File: src/rtl/tx_pkg.sv
// Shared constants and state encoding for the Tx frame scheduler.
// Mode codes are one-hot on MODE_CTRL; frame_mode uses the 2-bit FM_* codes.
package tx_pkg;

  localparam logic [3:0] MODE_BPSK = 4'b0001;
  localparam logic [3:0] MODE_QPSK = 4'b0010;
  localparam logic [3:0] MODE_MIX  = 4'b0100;

  localparam logic [1:0] FM_BPSK = 2'b01;
  localparam logic [1:0] FM_QPSK = 2'b10;

  localparam logic [3:0] HDR_MAGIC = 4'hA;

  typedef enum logic [2:0] {
    StIdle = 3'd0,
    StPre  = 3'd1,
    StHdr  = 3'd2,
    StPay  = 3'd3,
    StGap  = 3'd4
  } tx_state_e;

  function automatic logic [7:0] hdr_byte(input logic [1:0] fm, input logic [1:0] seq);
    return {HDR_MAGIC, fm, seq};
  endfunction

endpackage

File: src/rtl/tx_frame_sched.sv
// Frame scheduler: preamble, header, fixed-length payload (padded on source underrun), then gap.
// All modulator-side outputs come straight from registers; only s_tready is combinational.
module tx_frame_sched
  import tx_pkg::*;
#(
  parameter int unsigned PREAMBLE_LEN  = 4,
  parameter logic [7:0]  PREAMBLE_BYTE = 8'h55,
  parameter int unsigned PAYLOAD_LEN   = 16,
  parameter logic [7:0]  PAD_BYTE      = 8'h00,
  parameter int unsigned GAP_CYCLES    = 32
) (
  input  logic        clk_16M384,
  input  logic        rst_16M384,
  input  logic        tx_en,
  input  logic [3:0]  MODE_CTRL,
  input  logic [7:0]  s_tdata,
  input  logic        s_tvalid,
  output logic        s_tready,
  output logic [7:0]  data_tdata,
  output logic        data_tvalid,
  input  logic        data_tready,
  output logic        data_tuser,
  output logic        data_tlast,
  output logic [1:0]  frame_mode,
  output logic        busy,
  output logic        underflow,
  output logic [15:0] frames_sent
);

  localparam logic [7:0] PreLast = 8'(PREAMBLE_LEN);
  localparam logic [7:0] PayLast = 8'(PAYLOAD_LEN);
  localparam logic [7:0] GapLast = 8'(GAP_CYCLES - 1);

  tx_state_e   state_q, state_d;
  logic [7:0]  byte_cnt_q, byte_cnt_d;
  logic [7:0]  tdata_q, tdata_d;
  logic        tvalid_q, tvalid_d;
  logic        tuser_q, tuser_d;
  logic        tlast_q, tlast_d;
  logic [1:0]  fm_q, fm_d;
  logic        mix_qpsk_q, mix_qpsk_d;
  logic [1:0]  seq_q, seq_d;
  logic [15:0] frames_q, frames_d;
  logic        uf_q, uf_d;

  logic hs;
  logic next_is_pay;
  logic [7:0] pay_byte;

  assign hs          = tvalid_q & data_tready;
  assign next_is_pay = (state_q == StHdr) | ((state_q == StPay) & ~tlast_q);
  assign s_tready    = hs & next_is_pay & s_tvalid;
  assign pay_byte    = s_tvalid ? s_tdata : PAD_BYTE;

  always_comb begin
    state_d    = state_q;
    byte_cnt_d = byte_cnt_q;
    tdata_d    = tdata_q;
    tvalid_d   = tvalid_q;
    tuser_d    = tuser_q;
    tlast_d    = tlast_q;
    fm_d       = fm_q;
    mix_qpsk_d = mix_qpsk_q;
    seq_d      = seq_q;
    frames_d   = frames_q;
    uf_d       = 1'b0;

    case (state_q)
      StIdle: begin
        if (tx_en && s_tvalid) begin
          case (MODE_CTRL)
            MODE_QPSK: fm_d = FM_QPSK;
            MODE_MIX: begin
              fm_d       = mix_qpsk_q ? FM_QPSK : FM_BPSK;
              mix_qpsk_d = ~mix_qpsk_q;
            end
            default:   fm_d = FM_BPSK;
          endcase
          tdata_d    = PREAMBLE_BYTE;
          tvalid_d   = 1'b1;
          tuser_d    = 1'b1;
          tlast_d    = 1'b0;
          byte_cnt_d = 8'd1;
          state_d    = StPre;
        end
      end

      StPre: begin
        if (hs) begin
          tuser_d = 1'b0;
          if (byte_cnt_q == PreLast) begin
            tdata_d = hdr_byte(fm_q, seq_q);
            state_d = StHdr;
          end else begin
            tdata_d    = PREAMBLE_BYTE;
            byte_cnt_d = byte_cnt_q + 8'd1;
          end
        end
      end

      StHdr: begin
        if (hs) begin
          tdata_d    = pay_byte;
          uf_d       = ~s_tvalid;
          byte_cnt_d = 8'd1;
          tlast_d    = (PayLast == 8'd1);
          state_d    = StPay;
        end
      end

      StPay: begin
        if (hs) begin
          if (tlast_q) begin
            tvalid_d   = 1'b0;
            tlast_d    = 1'b0;
            seq_d      = seq_q + 2'd1;
            frames_d   = frames_q + 16'd1;
            byte_cnt_d = 8'd0;
            state_d    = (GAP_CYCLES == 0) ? StIdle : StGap;
          end else begin
            tdata_d    = pay_byte;
            uf_d       = ~s_tvalid;
            byte_cnt_d = byte_cnt_q + 8'd1;
            tlast_d    = ((byte_cnt_q + 8'd1) == PayLast);
          end
        end
      end

      // Gap length is independent of data_tready; the modulator sees tvalid=0 throughout.
      StGap: begin
        if (byte_cnt_q == GapLast) begin
          state_d = StIdle;
        end else begin
          byte_cnt_d = byte_cnt_q + 8'd1;
        end
      end

      default: state_d = StIdle;
    endcase
  end

  always_ff @(posedge clk_16M384) begin
    if (rst_16M384) begin
      state_q    <= StIdle;
      byte_cnt_q <= 8'd0;
      tdata_q    <= 8'd0;
      tvalid_q   <= 1'b0;
      tuser_q    <= 1'b0;
      tlast_q    <= 1'b0;
      fm_q       <= FM_BPSK;
      mix_qpsk_q <= 1'b0;
      seq_q      <= 2'd0;
      frames_q   <= 16'd0;
      uf_q       <= 1'b0;
    end else begin
      state_q    <= state_d;
      byte_cnt_q <= byte_cnt_d;
      tdata_q    <= tdata_d;
      tvalid_q   <= tvalid_d;
      tuser_q    <= tuser_d;
      tlast_q    <= tlast_d;
      fm_q       <= fm_d;
      mix_qpsk_q <= mix_qpsk_d;
      seq_q      <= seq_d;
      frames_q   <= frames_d;
      uf_q       <= uf_d;
    end
  end

  assign data_tdata  = tdata_q;
  assign data_tvalid = tvalid_q;
  assign data_tuser  = tuser_q;
  assign data_tlast  = tlast_q;
  assign frame_mode  = fm_q;
  assign busy        = (state_q != StIdle);
  assign underflow   = uf_q;
  assign frames_sent = frames_q;

endmodule

File: config.mk
export PLATFORM = sky130hd
export DESIGN_NAME = tx_frame_sched
export DESIGN_NICKNAME = d
export VERILOG_FILES = /design/src/rtl/tx_pkg.sv /design/src/rtl/tx_frame_sched.sv
export SDC_FILE = /design/constraint.sdc
export NUM_CORES = 1
export LEC_CHECK = 0
export BUFFER_PORTS_ARGS = -buffer_cell sky130_fd_sc_hd__buf_2
export CAP_MARGIN = 20
export CORE_ASPECT_RATIO = 0.7
export CORE_MARGIN = 3
export CORE_UTILIZATION = 45
export DETAILED_ROUTE_END_ITERATION = 7
export HOLD_SLACK_MARGIN = 0.1
export PLACE_DENSITY = 0.68
export SLEW_MARGIN = 0
export SYNTH_ARGS = -nofsm -noshare
export SYNTH_HDL_FRONTEND = slang
export SYNTH_SLANG_ARGS = --single-unit
File: constraint.sdc
create_clock -name clk_16M384 -period 4.8 [get_ports clk_16M384]
set_input_delay 1.2 -clock clk_16M384 [delete_from_list [all_inputs] [get_ports clk_16M384]]
set_output_delay 1.2 -clock clk_16M384 [all_outputs]
set_load 0.01 [all_outputs]
# Word level (Yosys, flattened, before mapping)
# Cells that the tools add are included.
# W data, S select, Z words.
[totals] ff_bits=44 output_inout_bits=32 elab_cells=98
[op_classes] bitwise=8 addsub=3 muxes=40 eq_ne=19 n_reduce_logical=17
[ops] operator="$mux W8" n=14
[ops] operator="$pmux W8 S5" n=1
[ops] operator="$pmux W8 S4" n=1
[ops] operator="$mux W3" n=7
[ops] operator="$ne A2 B2 Y1 const B" n=10
[ops] operator="$add A16 B1 Y16 const B" n=1
[ops] operator="$eq A8 B5 Y1 const B" n=2
[ops] operator="$pmux W3 S5" n=1
[ops] operator="$reduce_and A7 Y1" n=2
[ops] operator="$mux W1" n=10
[ops] operator="$reduce_and A3 Y1" n=3
[ops] operator="$add A8 B1 Y8 const B" n=1
[ops] operator="$eq A8 B3 Y1 const B" n=1
[ops] operator="$reduce_and A4 Y1" n=2
[ops] operator="$eq A3 B2 Y1 const B" n=2
[ops] operator="$pmux W1 S2" n=3
[ops] operator="$reduce_and A6 Y1" n=1
[ops] operator="$reduce_bool A3 Y1" n=2
[ops] operator="$reduce_bool A5 Y1" n=1
[ops] operator="$and A1 B1 Y1" n=4
[ops] operator="$eq A4 B2 Y1 const B" n=1
[ops] operator="$eq A4 B3 Y1 const B" n=1
[ops] operator="$pmux W2 S2" n=1
[ops] operator="$reduce_bool A2 Y1" n=2
[ops] operator="11 further kinds" n=13

# Depth between registers and ports, before layout
[logic_depth] depth_word=5 depth_mapped=8 depth_no_buf=7

# Worst setup path before layout
# No wires, ideal clock.
[synth_timing] kind="in2out" from="in s_tvalid" to="out s_tready" arrival_time_ns=1.800 n_path_buf=1 path_slack_ns=1.800 stages=3 cell_sequence="and3_1 -> clkbuf_1 -> and3_1"
[synth_between] elab_chain_cells=1
[synth_lines] item="from (decl)" line="tx_frame_sched.sv:17" text="input logic s_tvalid,"
[synth_lines] item="$and A1 B1 Y1" line="tx_frame_sched.sv:52" text="assign s_tready = hs & next_is_pay & s_tvalid;"
[synth_lines] item="to (decl)" line="tx_frame_sched.sv:18" text="output logic s_tready,"
# No other way between the ends.

# Final worst setup path
# Same ends and word-level chain as after synthesis.

==> metrics.cfg <==
[run_status]
status=finished, final reports clean

[sta]
tightest_slew_ns=0.817
rsz0062_at_grt=no
period_share_pct=66.4
finalCriticalPeriod_ns=3.19
fin_skew_ns=0.00468
final.setup.tns_ns=0
max_freq_mhz=314
finalSetupViolCount=0
hold_viol=0
slew_headroom_pct=45.5
drv_slew=0

[route]
dr.pass1.iters=4
drt_iter0_markers=168
route.detailed.drc=0
avgViaCountPerCell=5.36
post_drt_wl_per_cell_um=13.8
vias=1977
ant_nets=0
wl_um=5080

[synthesis]
netlist_area_um2=2220
yosys_warnings=0
yosys.area.top_type=dfxtp_1
async_flop_share_pct=0
synth_nets=279
ys_seq_elements=44
yosysMostFrequentCell=dfxtp_1
synthFlopType=dfxtp_1
synth_area_per_cell_um2=8.59
yosysTopAreaCellShare_pct=39.6
synth_common_cells=44 x dfxtp_1, 40 x nor2_1, 19 x a21oi_1, 19 x nand2_1
synth_edf_count=0
synth.distinct_cells=62
ys_seq_area_share_pct=39.6
synthTopCellsByArea=dfxtp_1 40%, nor2_1 6.7%, xor2_1 4.3%
syn_inst=259

[worst_setup_path]
critPathMaxFanout=9
critPathArrivalTime_ns=1.99
path_class=in -> out
critPathLaunchType=input pin
required_ns=3.60
endpoint_kind=output pin

[place]
dp.cells=360
io_buffers=48
gp_congestion=0.807
dp_hpwl_um=3530

[global_route]
grt.overflow.total=0
grt_antenna_before_repair=0
grt_use_met2_pct=25.6
grt_max_degree=46
grt.total_usage_pct=17.6
grt_util_met1_pct=25.1
grt.busiest_layer=met2
grt_pass1_vias=1780
use_met3_pct=5.57
grt_pass1_wl_um=8440

[layout]
diodes=0
drive_gt1_share_pct=24.4
nets=322
final_cells=369
fill_cells=448
area_growth_syn_to_layout_pct=15.6

[cts]
cts_buffers=5
clk-insertion-delay-late_ns=0.29
ctsHoldBuffers=0
cts_tree=done
htreeDepth=2
post_cts_buffers=0
numClockSinks=44
cts_max_path_buffers=2
clk_pin_slew_ns=0.08
cts_resized=0
clockRootBuffer=clkbuf_8

[run]
cap_violations=0

[die]
start_util_pct=48.8
dieHeight_um=64.8
rows=20
die_x_um=90.0
io_pins=49
dieArea_um2=5840
core_um2=4550

[power]
powerDensity_nw_per_um2=262
power_leakage_nw=1.04
finalPower_mw=0.675
irDropWorstVdd_v=0.000117

[min_path]
hold_path_class=reg -> reg

==> sequential cells by signal (all words and copies together) (netlist names) <==
signal	cells
frames_sent	16
mix_qpsk_q	1
data_tlast	1
state_q	3
data_tdata	8
data_tvalid	1
seq_q	2
data_tuser	1
frame_mode	2
byte_cnt_q	8
underflow	1
==> report_power, final <==
part           total (mW)  switching [mW]  internal, mW
Combinational      0.0648          0.0389        0.0259
Clock               0.229           0.128         0.101
Sequential          0.381         0.00696         0.374
Total               0.675           0.174         0.502
==> layout by cell type (no fill, tap or decap), types with 4 or more instances in the layout <==
master	count
nor3_1	6
or3_1	4
buf_2	48
nand2_1	19
o21ai_0	11
xnor2_1	5
nand3_1	6
a211oi_1	6
nand4_1	4
inv_1	5
and3_1	5
xor2_1	11
clkbuf_8	5
dfxtp_1	44
a21oi_1	19
nor2_1	40
==> final cells by class <==
| cell class | count | area, um2 | share of cell area, % |
|---|---|---|---|
| inverter | 5 | 18.8 | 0.730 |
| timing repair buffer | 49 | 248 | 9.63 |
| tap | 66 | 82.6 | 3.21 |
| clock inverter | 3 | 18.8 | 0.730 |
| sequential | 44 | 881 | 34.2 |
| clock buffer | 5 | 68.8 | 2.68 |
| multi-input combinational | 197 | 1250 | 48.8 |
==> through the flow <==
step | area [um2] | setup WS [ns] | hold WS (ns) | util [%]
finish | 2570 | 1.61 | 0.489 | 56.5
global route | 2570 | 1.55 | 0.516 | 56.5
CTS | 2560 | 1.62 | 0.494 | 56.3
detailed placement | 2480 | 1.62 | 0.478 | 54.4
global placement | 2480 | 1.65 | 0.478 | 54.4
floorplan | 2220 | 1.80 | 0.475 | -
==> cell families (layout without fill, tap and decap cells) <==
group / after synthesis / count (layout) / share of synthesized area (%)
flops: 44 / 44 / 39.6
buf+inv: 18 / 62 / 3.99
simple gates: 118 / 118 / 30.6
fa+ha+maj: 3 / 3 / 1.69
xor+xnor: 16 / 16 / 6.30
compound gates: 58 / 58 / 16.9
mux: 2 / 2 / 0.900
==> path summary, 6_finish.rpt <==
| check | end | depth (start not counted) | slack (ns) | startpoint |
|---|---|---|---|---|
| worst min register to register | data_tdata[4] | 2 | 0.49 | data_tdata[4] |
| worst max-delay path | s_tready | 4 | 1.61 | s_tvalid |
| worst min-delay path | data_tdata[4] | 2 | 0.49 | data_tdata[4] |
| worst max register to register | frames_sent[6] | 5 | 2.71 | state_q[0] |
==> critical path, stage by stage <==
cell    delay, ns
buf_2        0.11
and3_1       0.34
and3_1       0.21
buf_2        0.12
==> layer usage <==
| metal | vias to the layer above | wire [um] |
|---|---|---|
| li1 | 1021 | - |
| met3 | 6 | 295 |
| met4 | 0 | 52 |
| met5 | - | 0 |
| met2 | 48 | 2120 |
| met1 | 902 | 2600 |
(Power assumes the default switching activity.)
